### src/rtl/hazard_pkg.sv
// Shared types for the pipeline hazard controller: forwarding selects,
// controller FSM states and the hard-wired zero register index.
package hazard_pkg;

  typedef enum logic [1:0] {
    FWD_RF  = 2'b00,
    FWD_MEM = 2'b01,
    FWD_WB  = 2'b10
  } fwd_sel_e;

  typedef enum logic [1:0] {
    RUN      = 2'b00,
    MEM_WAIT = 2'b01,
    ERR      = 2'b10
  } ctrl_state_e;

  localparam logic [4:0] REG_X0 = 5'd0;

endpackage

### src/rtl/hazard_fwd_unit.sv
// Forwarding select for one EX-stage source operand; the younger MEM result
// wins over WB, and x0 is never forwarded.
module hazard_fwd_unit
  import hazard_pkg::*;
(
  input  logic [4:0] rs_ex,
  input  logic [4:0] rd_mem,
  input  logic       reg_wr_en_mem,
  input  logic [4:0] rd_wb,
  input  logic       reg_wr_en_wb,
  output logic [1:0] fwd_sel
);

  always_comb begin
    fwd_sel = FWD_RF;
    if (reg_wr_en_mem && (rd_mem != REG_X0) && (rd_mem == rs_ex))
      fwd_sel = FWD_MEM;
    else if (reg_wr_en_wb && (rd_wb != REG_X0) && (rd_wb == rs_ex))
      fwd_sel = FWD_WB;
  end

endmodule

### src/rtl/pipeline_hazard_ctrl.sv
// Central stall/flush/forwarding controller for the 5-stage core, including the
// DMEM wait FSM with timeout and a saturating frozen-cycle counter.
module pipeline_hazard_ctrl
  import hazard_pkg::*;
#(
  parameter int XLEN    = 32,
  parameter int TIMEOUT = 15,
  parameter int CNT_W   = 4
) (
  input  logic            clk,
  input  logic            reset,
  input  logic [4:0]      rs1_ID,
  input  logic [4:0]      rs2_ID,
  input  logic [4:0]      rs1_EX,
  input  logic [4:0]      rs2_EX,
  input  logic [4:0]      rd_EX,
  input  logic            reg_wr_en_EX,
  input  logic            is_load_EX,
  input  logic [4:0]      rd_MEM,
  input  logic [4:0]      rd_WB,
  input  logic            reg_wr_en_MEM,
  input  logic            reg_wr_en_WB,
  input  logic            mispredict_EX,
  input  logic            mem_req_MEM,
  input  logic            dmem_ready,
  output logic [1:0]      fwd_a_sel,
  output logic [1:0]      fwd_b_sel,
  output logic            stall_IF,
  output logic            stall_ID,
  output logic            stall_EX,
  output logic            stall_MEM,
  output logic            flush_ID,
  output logic            flush_EX,
  output logic            flush_WB,
  output logic            dmem_timeout,
  output logic [XLEN-1:0] stall_cnt
);

  ctrl_state_e      state_q, state_d;
  logic [CNT_W-1:0] wait_cnt_q, wait_cnt_d;
  logic             timeout_set;
  logic             freeze;
  logic             load_use;
  logic [1:0]       fwd_a_raw, fwd_b_raw;

  hazard_fwd_unit u_fwd_a (
    .rs_ex         (rs1_EX),
    .rd_mem        (rd_MEM),
    .reg_wr_en_mem (reg_wr_en_MEM),
    .rd_wb         (rd_WB),
    .reg_wr_en_wb  (reg_wr_en_WB),
    .fwd_sel       (fwd_a_raw)
  );

  hazard_fwd_unit u_fwd_b (
    .rs_ex         (rs2_EX),
    .rd_mem        (rd_MEM),
    .reg_wr_en_mem (reg_wr_en_MEM),
    .rd_wb         (rd_WB),
    .reg_wr_en_wb  (reg_wr_en_WB),
    .fwd_sel       (fwd_b_raw)
  );

  assign fwd_a_sel = reset ? FWD_RF : fwd_a_raw;
  assign fwd_b_sel = reset ? FWD_RF : fwd_b_raw;

  assign load_use = is_load_EX && reg_wr_en_EX && (rd_EX != REG_X0) &&
                    ((rd_EX == rs1_ID) || (rd_EX == rs2_ID));

  // A request dropped mid-wait counts as not-ready rather than completing.
  always_comb begin
    freeze = 1'b0;
    case (state_q)
      RUN:      freeze = mem_req_MEM && !dmem_ready;
      MEM_WAIT: freeze = !(mem_req_MEM && dmem_ready);
      ERR:      freeze = 1'b1;
      default:  freeze = 1'b0;
    endcase
  end

  always_comb begin
    stall_IF  = 1'b0;
    stall_ID  = 1'b0;
    stall_EX  = 1'b0;
    stall_MEM = 1'b0;
    flush_ID  = 1'b0;
    flush_EX  = 1'b0;
    flush_WB  = 1'b0;
    if (!reset) begin
      if (freeze) begin
        stall_IF  = 1'b1;
        stall_ID  = 1'b1;
        stall_EX  = 1'b1;
        stall_MEM = 1'b1;
        flush_WB  = 1'b1;
      end else if (mispredict_EX) begin
        flush_ID = 1'b1;
        flush_EX = 1'b1;
      end else if (load_use) begin
        stall_IF = 1'b1;
        stall_ID = 1'b1;
        flush_EX = 1'b1;
      end
    end
  end

  always_comb begin
    state_d     = state_q;
    wait_cnt_d  = wait_cnt_q;
    timeout_set = 1'b0;
    case (state_q)
      RUN: begin
        if (mem_req_MEM && !dmem_ready) begin
          state_d    = MEM_WAIT;
          wait_cnt_d = CNT_W'(1);
        end
      end
      MEM_WAIT: begin
        if (mem_req_MEM && dmem_ready) begin
          state_d    = RUN;
          wait_cnt_d = '0;
        end else if (wait_cnt_q == CNT_W'(TIMEOUT)) begin
          state_d     = ERR;
          timeout_set = 1'b1;
        end else begin
          wait_cnt_d = wait_cnt_q + CNT_W'(1);
        end
      end
      ERR:     state_d = ERR;
      default: state_d = RUN;
    endcase
  end

  always_ff @(posedge clk or posedge reset) begin
    if (reset) begin
      state_q      <= RUN;
      wait_cnt_q   <= '0;
      dmem_timeout <= 1'b0;
      stall_cnt    <= '0;
    end else begin
      state_q    <= state_d;
      wait_cnt_q <= wait_cnt_d;
      if (timeout_set)
        dmem_timeout <= 1'b1;
      if (freeze && (stall_cnt != '1))
        stall_cnt <= stall_cnt + XLEN'(1);
    end
  end

endmodule

### config.mk
export PLATFORM = sky130hd
export DESIGN_NAME = pipeline_hazard_ctrl
export DESIGN_NICKNAME = d
export VERILOG_FILES = /design/src/rtl/hazard_pkg.sv /design/src/rtl/hazard_fwd_unit.sv /design/src/rtl/pipeline_hazard_ctrl.sv
export SDC_FILE = /design/constraint.sdc
export NUM_CORES = 1
export LEC_CHECK = 0
export CAP_MARGIN = 20
export CORE_UTILIZATION = 46
export CTS_CLUSTER_DIAMETER = 200
export DETAILED_ROUTE_END_ITERATION = 16
export PLACE_DENSITY_LB_ADDON = 0.05
export SLEW_MARGIN = 20
export SYNTH_ARGS = -nofsm -noshare
export SYNTH_HDL_FRONTEND = slang
export SYNTH_SLANG_ARGS = --single-unit
### constraint.sdc
create_clock -name clk -period 3 [get_ports clk]
set_clock_uncertainty 0.15 [all_clocks]
set_input_delay 0.45 -clock clk [delete_from_list [all_inputs] [get_ports clk]]
set_output_delay 0.45 -clock clk [all_outputs]
set_load 0.01 [all_outputs]
==> flow_metrics.env, run 1 <==
export IMPL_min_to="dmem_timeout$_DFFE_PP0P_"
export IMPL_fin_crit_sh_pct=95.9
export IMPL_core_area_sq_um=5200
export IMPL_worst_path_largest_cell_delay_ns=0.54
export IMPL_arrival_ns=2.28
export IMPL_syn_inst=248
export IMPL_final_layout_size_suffix_gt1_share_pct=13.5
export IMPL_dr_pass1_iters=4
export IMPL_clock_fmax_ghz=0.348
export IMPL_reg2reg_slack_ns=0.76
export IMPL_tightestPinTransition_ns=0.656
export IMPL_ant_nets=0
export IMPL_r2r_start="stall_cnt[21]$_DFFE_PP0P_"
export IMPL_start_kind="primary input"
export IMPL_final_common_cell="clkdlybuf4s50_1"
export IMPL_wire_per_inst_microns=14.4
export IMPL_post_route_drc_count=0
export IMPL_vdd_drop_max_mv=0.329
export IMPL_end_kind="output port"
export IMPL_synth_seq_area_share_pct=38.6
export IMPL_drt_iter0_drc=108
export IMPL_start_util_pct=48.6
export IMPL_p_per_area_nw_per_um2=395
export IMPL_clock_sinks=39
export IMPL_synth_area_sq_um=2530
export IMPL_min_from="dmem_timeout$_DFFE_PP0P_"
export IMPL_r2r_cells=6
export IMPL_wirelength_microns=6150
export IMPL_port_buffers=87
export IMPL_post_dp_hpwl_microns=4750
export IMPL_syn_area_per_cell_sq_um=10.2
export IMPL_fp_dieH_microns=76.1
export IMPL_rsz0062_at_grt="no"
export IMPL_period_needed_ns=2.88
export IMPL_ys_flop_type="dfrtp_1"
export IMPL_yosys_warnings=0
export IMPL_clkLatencyLatePin_ns=0.29
export IMPL_hp_class="reg2reg"
export IMPL_synth_edf_count=0
export IMPL_io_pins=88
export IMPL_crit_chain="clkdlybuf4s50_1 > or4_1 > o21ai_2 > nor3_1 > nor4_1 > dlygate4sd2_1"
export IMPL_setup_violations_final=0
export IMPL_die_w_microns=76.1
export IMPL_cts_root_buf="clkbuf_8"
export IMPL_async_flop_share_pct=100
export IMPL_max_cap_violations=0
export IMPL_min_delay_path_depth=1
export IMPL_gp_congestion=0.813
export IMPL_cp_max_fo=3
export IMPL_htree_levels=2
export IMPL_syn_nets=294
export IMPL_final_cell_mix="82 x clkdlybuf4s50_1, 39 x dfrtp_1, 33 x xnor2_1"
export IMPL_worst_ep_required_time_ns=2.40
export IMPL_rows=26
export IMPL_vias=2243
export IMPL_die_area_sq_um=5800
export IMPL_synth_cell_types=47
export IMPL_grt_use_total_pct=21.8
export IMPL_cts_tree="done"
export IMPL_slew_headroom_pct=55.9
export IMPL_r2r_end="stall_cnt[17]$_DFFE_PP0P_"
export IMPL_n_antenna_cell=0
export IMPL_status="complete, no violations"
export IMPL_antenna_found_initial=0
export IMPL_finalMaxSlewViolations=0
export IMPL_avgViaCountPerCell=5.27
export IMPL_power_mw=1.46
export IMPL_cts_clk_slew_worst_paths_ns=0.08
export IMPL_n_fill_cell=428
export IMPL_cts_buffers=5
export IMPL_fin_nets=401
export IMPL_cp_slowest_cell="or4_1"
export IMPL_grt_pass1_wl_microns=10300
export IMPL_grt_max_degree=42
export IMPL_power_static_leakage_nw=1.62
export IMPL_cts_buffer_depth=2
export IMPL_area_delta_synth_final_pct=45.9
export IMPL_cts_setup_buffers=0
export IMPL_holdWs_ns=0.327
export IMPL_hold_viol=0
export IMPL_grt_ovfl_total=0
export IMPL_grt_pass1_vias=2162
export IMPL_ys_seq_elements=39
export IMPL_crit_type="in2out"
worst max path at each step:
stage	start	end	slack, ns	depth (start not counted)
after floorplan	reset	fwd_a_sel[1]	0.44	4
after global placement	rd_MEM[3]	fwd_a_sel[1]	-0.20	6
after detailed placement	rd_MEM[3]	fwd_a_sel[1]	-0.23	6
after CTS	rd_EX[1]	stall_ID	0.02	6
after global routing	reset	flush_ID	0.01	5
final	rd_MEM[3]	fwd_a_sel[1]	0.12	6
power by group:
part	total, mW	switching (mW)	leakage (nW)	internal (mW)
combinational	0.432	0.179	1.06	0.253
sequential	0.672	0.0861	0.521	0.585
clock	0.352	0.189	0.0412	0.163
registers in the layout, summed over array words and instances (netlist names):
| name | cells |
|---|---|
| dmem_timeout | 1 |
| stall_cnt | 32 |
| state_q | 2 |
| wait_cnt_q | 4 |
cell type report:
type                    instances  area [sq um]  area share [%]
repair buffers                106          1030            27.8
multi-input cells             197          1490            40.3
inverters                       6          26.3           0.712
well taps                      70          87.6            2.37
clock inverters                 2          12.5           0.339
flip-flops and latches         39           976            26.5
clock buffers                   6          72.6            1.97
through the flow:
step	instances	TNS, ns	setup WS, ns	utilization [%]	cell area, sq um
2_1_floorplan	248	0	0.443	-	2530
3_3_place_gp	418	-0.401	-0.196	69.1	3600
3_5_place_dp	418	-0.452	-0.230	69.1	3600
4_1_cts	426	0	0.0185	70.7	3680
5_1_grt	426	0	0.0108	70.9	3690
6_report	426	0	0.122	70.9	3690
worst max-delay path: cells and delay by family:
| kind | cells | cell delay, ns |
|---|---|---|
| AO/OA/AOI/OAI | 1 | 0.17 |
| buffers and inverters | 2 | 0.76 |
| AND/OR/NAND/NOR | 3 | 0.90 |
cell families (layout without fill, tap and decap cells):
family,after synthesis,in the layout,synth area share [%]
flip-flops,39,39,38.6
buffers and inverters,12,120,2.72
XOR/XNOR,62,62,21.8
adder cells (fa/ha/maj),2,2,0.990
AO/OA/AOI/OAI,27,27,8.22
AND/OR/NAND/NOR,104,104,26.8
multiplexers,2,2,0.891
synthesized netlist by cell type, types with 6 or more instances:
cell / n / area [sq um]
dfrtp_1: 39 / 976
xor2_1: 28 / 245
nand4_1: 11 / 68.8
and3_1: 11 / 68.8
xnor2_1: 33 / 289
nor2_1: 13 / 48.8
nor3_1: 8 / 40.0
nand3_1: 17 / 85.1
nand3_2: 6 / 60.1
nand2_1: 14 / 52.6
timing repair:
item,in CTS,in global routing
gates resized for setup,3,3
hold buffers,0,0
pin swaps,0,0
endpoints found under the setup margin,3,4
per-layer routing:
layer	GRT usage, %	up-vias	wire length [microns]
met5	0	-	0
met4	6.92	0	74
met3	3.59	7	244
met2	36.5	64	3000
li1	-	1101	-
met1	28.9	1071	2830
No activity file was read; power rests on OpenSTA's default activity.
==> run 2: changes to the inputs <==
- CTS_BUF_LIST: unset -> sky130_fd_sc_hd__clkbuf_4 sky130_fd_sc_hd__clkbuf_8 sky130_fd_sc_hd__clkbuf_16
==> flow_metrics.env, run 2 (same netlist as run 1, synthesis figures left out) <==
export IMPL_status="complete, no violations"
export IMPL_top_regs="stall_cnt (32), wait_cnt_q (4), state_q (2)"
export IMPL_worst_path_largest_cell_delay_ns=0.54
export IMPL_setup_ws_ns=0.123
export IMPL_cp_max_fo=3
export IMPL_clock_fmax_ghz=0.348
export IMPL_period_needed_ns=2.88
export IMPL_antenna_found_initial=0
export IMPL_r2r_start="stall_cnt[21]$_DFFE_PP0P_"
export IMPL_power_mw=1.47
export IMPL_vdd_drop_max_mv=0.330
export IMPL_critPathTopFamily="simple AND/OR/NAND/NOR gates"
export IMPL_r2r_cells=6
export IMPL_cts_buffers=5
export IMPL_vias=2257
export IMPL_cp_depth=6
export IMPL_grt_pass1_wl_microns=10300
export IMPL_p_per_area_nw_per_um2=397
export IMPL_core_area_sq_um=5200
export IMPL_io_pins=88
export IMPL_avgViaCountPerCell=5.30
export IMPL_fin_setup_tns_ns=0
export IMPL_utilization_pct=70.9
export IMPL_setup_violations_final=0
export IMPL_cp_buffers_inverters=2
export IMPL_worst_ep_required_time_ns=2.40
export IMPL_final_cell_mix="82 x clkdlybuf4s50_1, 39 x dfrtp_1, 33 x xnor2_1"
export IMPL_clock_sinks=39
export IMPL_finalMaxSlewViolations=0
export IMPL_hp_class="reg2reg"
export IMPL_cp_slowest_cell="or4_1"
export IMPL_r2r_end="stall_cnt[17]$_DFFE_PP0P_"
export IMPL_crit_type="in2out"
export IMPL_fin_nets=401
export IMPL_fp_dieH_microns=76.1
export IMPL_area_delta_synth_final_pct=46.1
export IMPL_arrival_ns=2.28
export IMPL_place_ws_ns=-0.230
export IMPL_wire_per_inst_microns=14.5
export IMPL_cp_startpoint="rd_MEM[3]"
export IMPL_regMostFlops="stall_cnt"
export IMPL_grt_ovfl_total=0
export IMPL_start_util_pct=48.6
export IMPL_reg2reg_slack_ns=0.76
export IMPL_ctsHoldBuffers=0
export IMPL_grt_pass1_vias=2162
export IMPL_clkLatencyLatePin_ns=0.29
export IMPL_rsz0062_at_grt="no"
export IMPL_ant_nets=0
export IMPL_wirelength_microns=6160
export IMPL_dr_pass1_iters=4
export IMPL_n_antenna_cell=0
export IMPL_cts_resized=3
export IMPL_port_buffers=87
export IMPL_holdWs_ns=0.327
export IMPL_slew_headroom_pct=55.9
export IMPL_n_fill_cell=428
export IMPL_rows=26
export IMPL_die_area_sq_um=5800
export IMPL_largest_reg_flops=32
export IMPL_cts_clk_slew_worst_paths_ns=0.08
export IMPL_final_common_cell="clkdlybuf4s50_1"
export IMPL_grt_use_total_pct=21.8
export IMPL_cts_setup_buffers=0
export IMPL_htree_levels=2
export IMPL_start_kind="primary input"
export IMPL_crit_chain="clkdlybuf4s50_1 > or4_1 > o21ai_2 > nor3_1 > nor4_1 > dlygate4sd2_1"
export IMPL_tightestPinTransition_ns=0.656
export IMPL_drt_iter0_drc=111
export IMPL_cts_buffer_depth=2
export IMPL_post_route_drc_count=0
export IMPL_fin_crit_sh_pct=95.9
export IMPL_post_dp_hpwl_microns=4750
export IMPL_hold_viol=0
export IMPL_cts_tree="done"
export IMPL_gp_congestion=0.813
export IMPL_final_layout_size_suffix_gt1_share_pct=13.8
export IMPL_grt_max_degree=42
export IMPL_end_kind="output port"
export IMPL_power_static_leakage_nw=1.63
export IMPL_cts_root_buf="clkbuf_8"
export IMPL_crit_path_end="fwd_a_sel[1]"
export IMPL_die_w_microns=76.1
export IMPL_min_from="dmem_timeout$_DFFE_PP0P_"
export IMPL_max_cap_violations=0
[run 2: cell counts in the layout (fill, tap and decap cells not counted)]
No cell type changed its count.
[run 2: layout make-up]
cell class | instances | area (sq um) | area share, %
Clock inverter | 2 | 12.5 | 0.339
Clock buffer | 6 | 76.3 | 2.07
Inverter | 6 | 26.3 | 0.712
Tap cell | 70 | 87.6 | 2.37
Multi-Input combinational cell | 197 | 1490 | 40.3
Timing Repair Buffer | 106 | 1030 | 27.8
Sequential cell | 39 | 976 | 26.4
[run 2: how the worst min path moves through the flow]
stage                          endpoint  cells past startpoint
3_5_place_dp   dmem_timeout$_DFFE_PP0P_                      1
5_1_grt        dmem_timeout$_DFFE_PP0P_                      1
2_1_floorplan  dmem_timeout$_DFFE_PP0P_                      1
4_1_cts        dmem_timeout$_DFFE_PP0P_                      1
6_report       dmem_timeout$_DFFE_PP0P_                      1
3_3_place_gp   dmem_timeout$_DFFE_PP0P_                      1
[run 2: worst reg2reg max path, delay by kind of cell, from the launching register on]
| kind | cells | cell delay (ns) |
|---|---|---|
| DFF | 1 | 0.44 |
| xor gates and xnor gates | 1 | 0.13 |
| AOI/OAI and AO/OA | 1 | 0.24 |
| buffers and inverters | 1 | 0.21 |
| and+or+nand+nor | 3 | 0.95 |
[run 2: per-layer routing]
| metal | GRT usage (%) | up-vias | share of wire [%] |
|---|---|---|---|
| met1 | 28.9 | 1076 | 47 |
| li1 | - | 1102 | - |
| met5 | 0 | - | 0 |
| met2 | 36.5 | 71 | 48 |
| met3 | 3.59 | 8 | 4.0 |
| met4 | 6.92 | 0 | 1.3 |
[run 2: where the power goes]
part	switching (mW)	total [mW]	internal [mW]
combinational	0.180	0.432	0.253
clock	0.190	0.361	0.172
sequential	0.0864	0.672	0.585
total	0.456	1.47	1.01
[run 2: through the flow]
step	area, sq um	std cells
floorplan	2530	248
detailed placement	3600	418
finish	3690	426
global placement	3600	418
global route	3690	426
CTS	3680	426
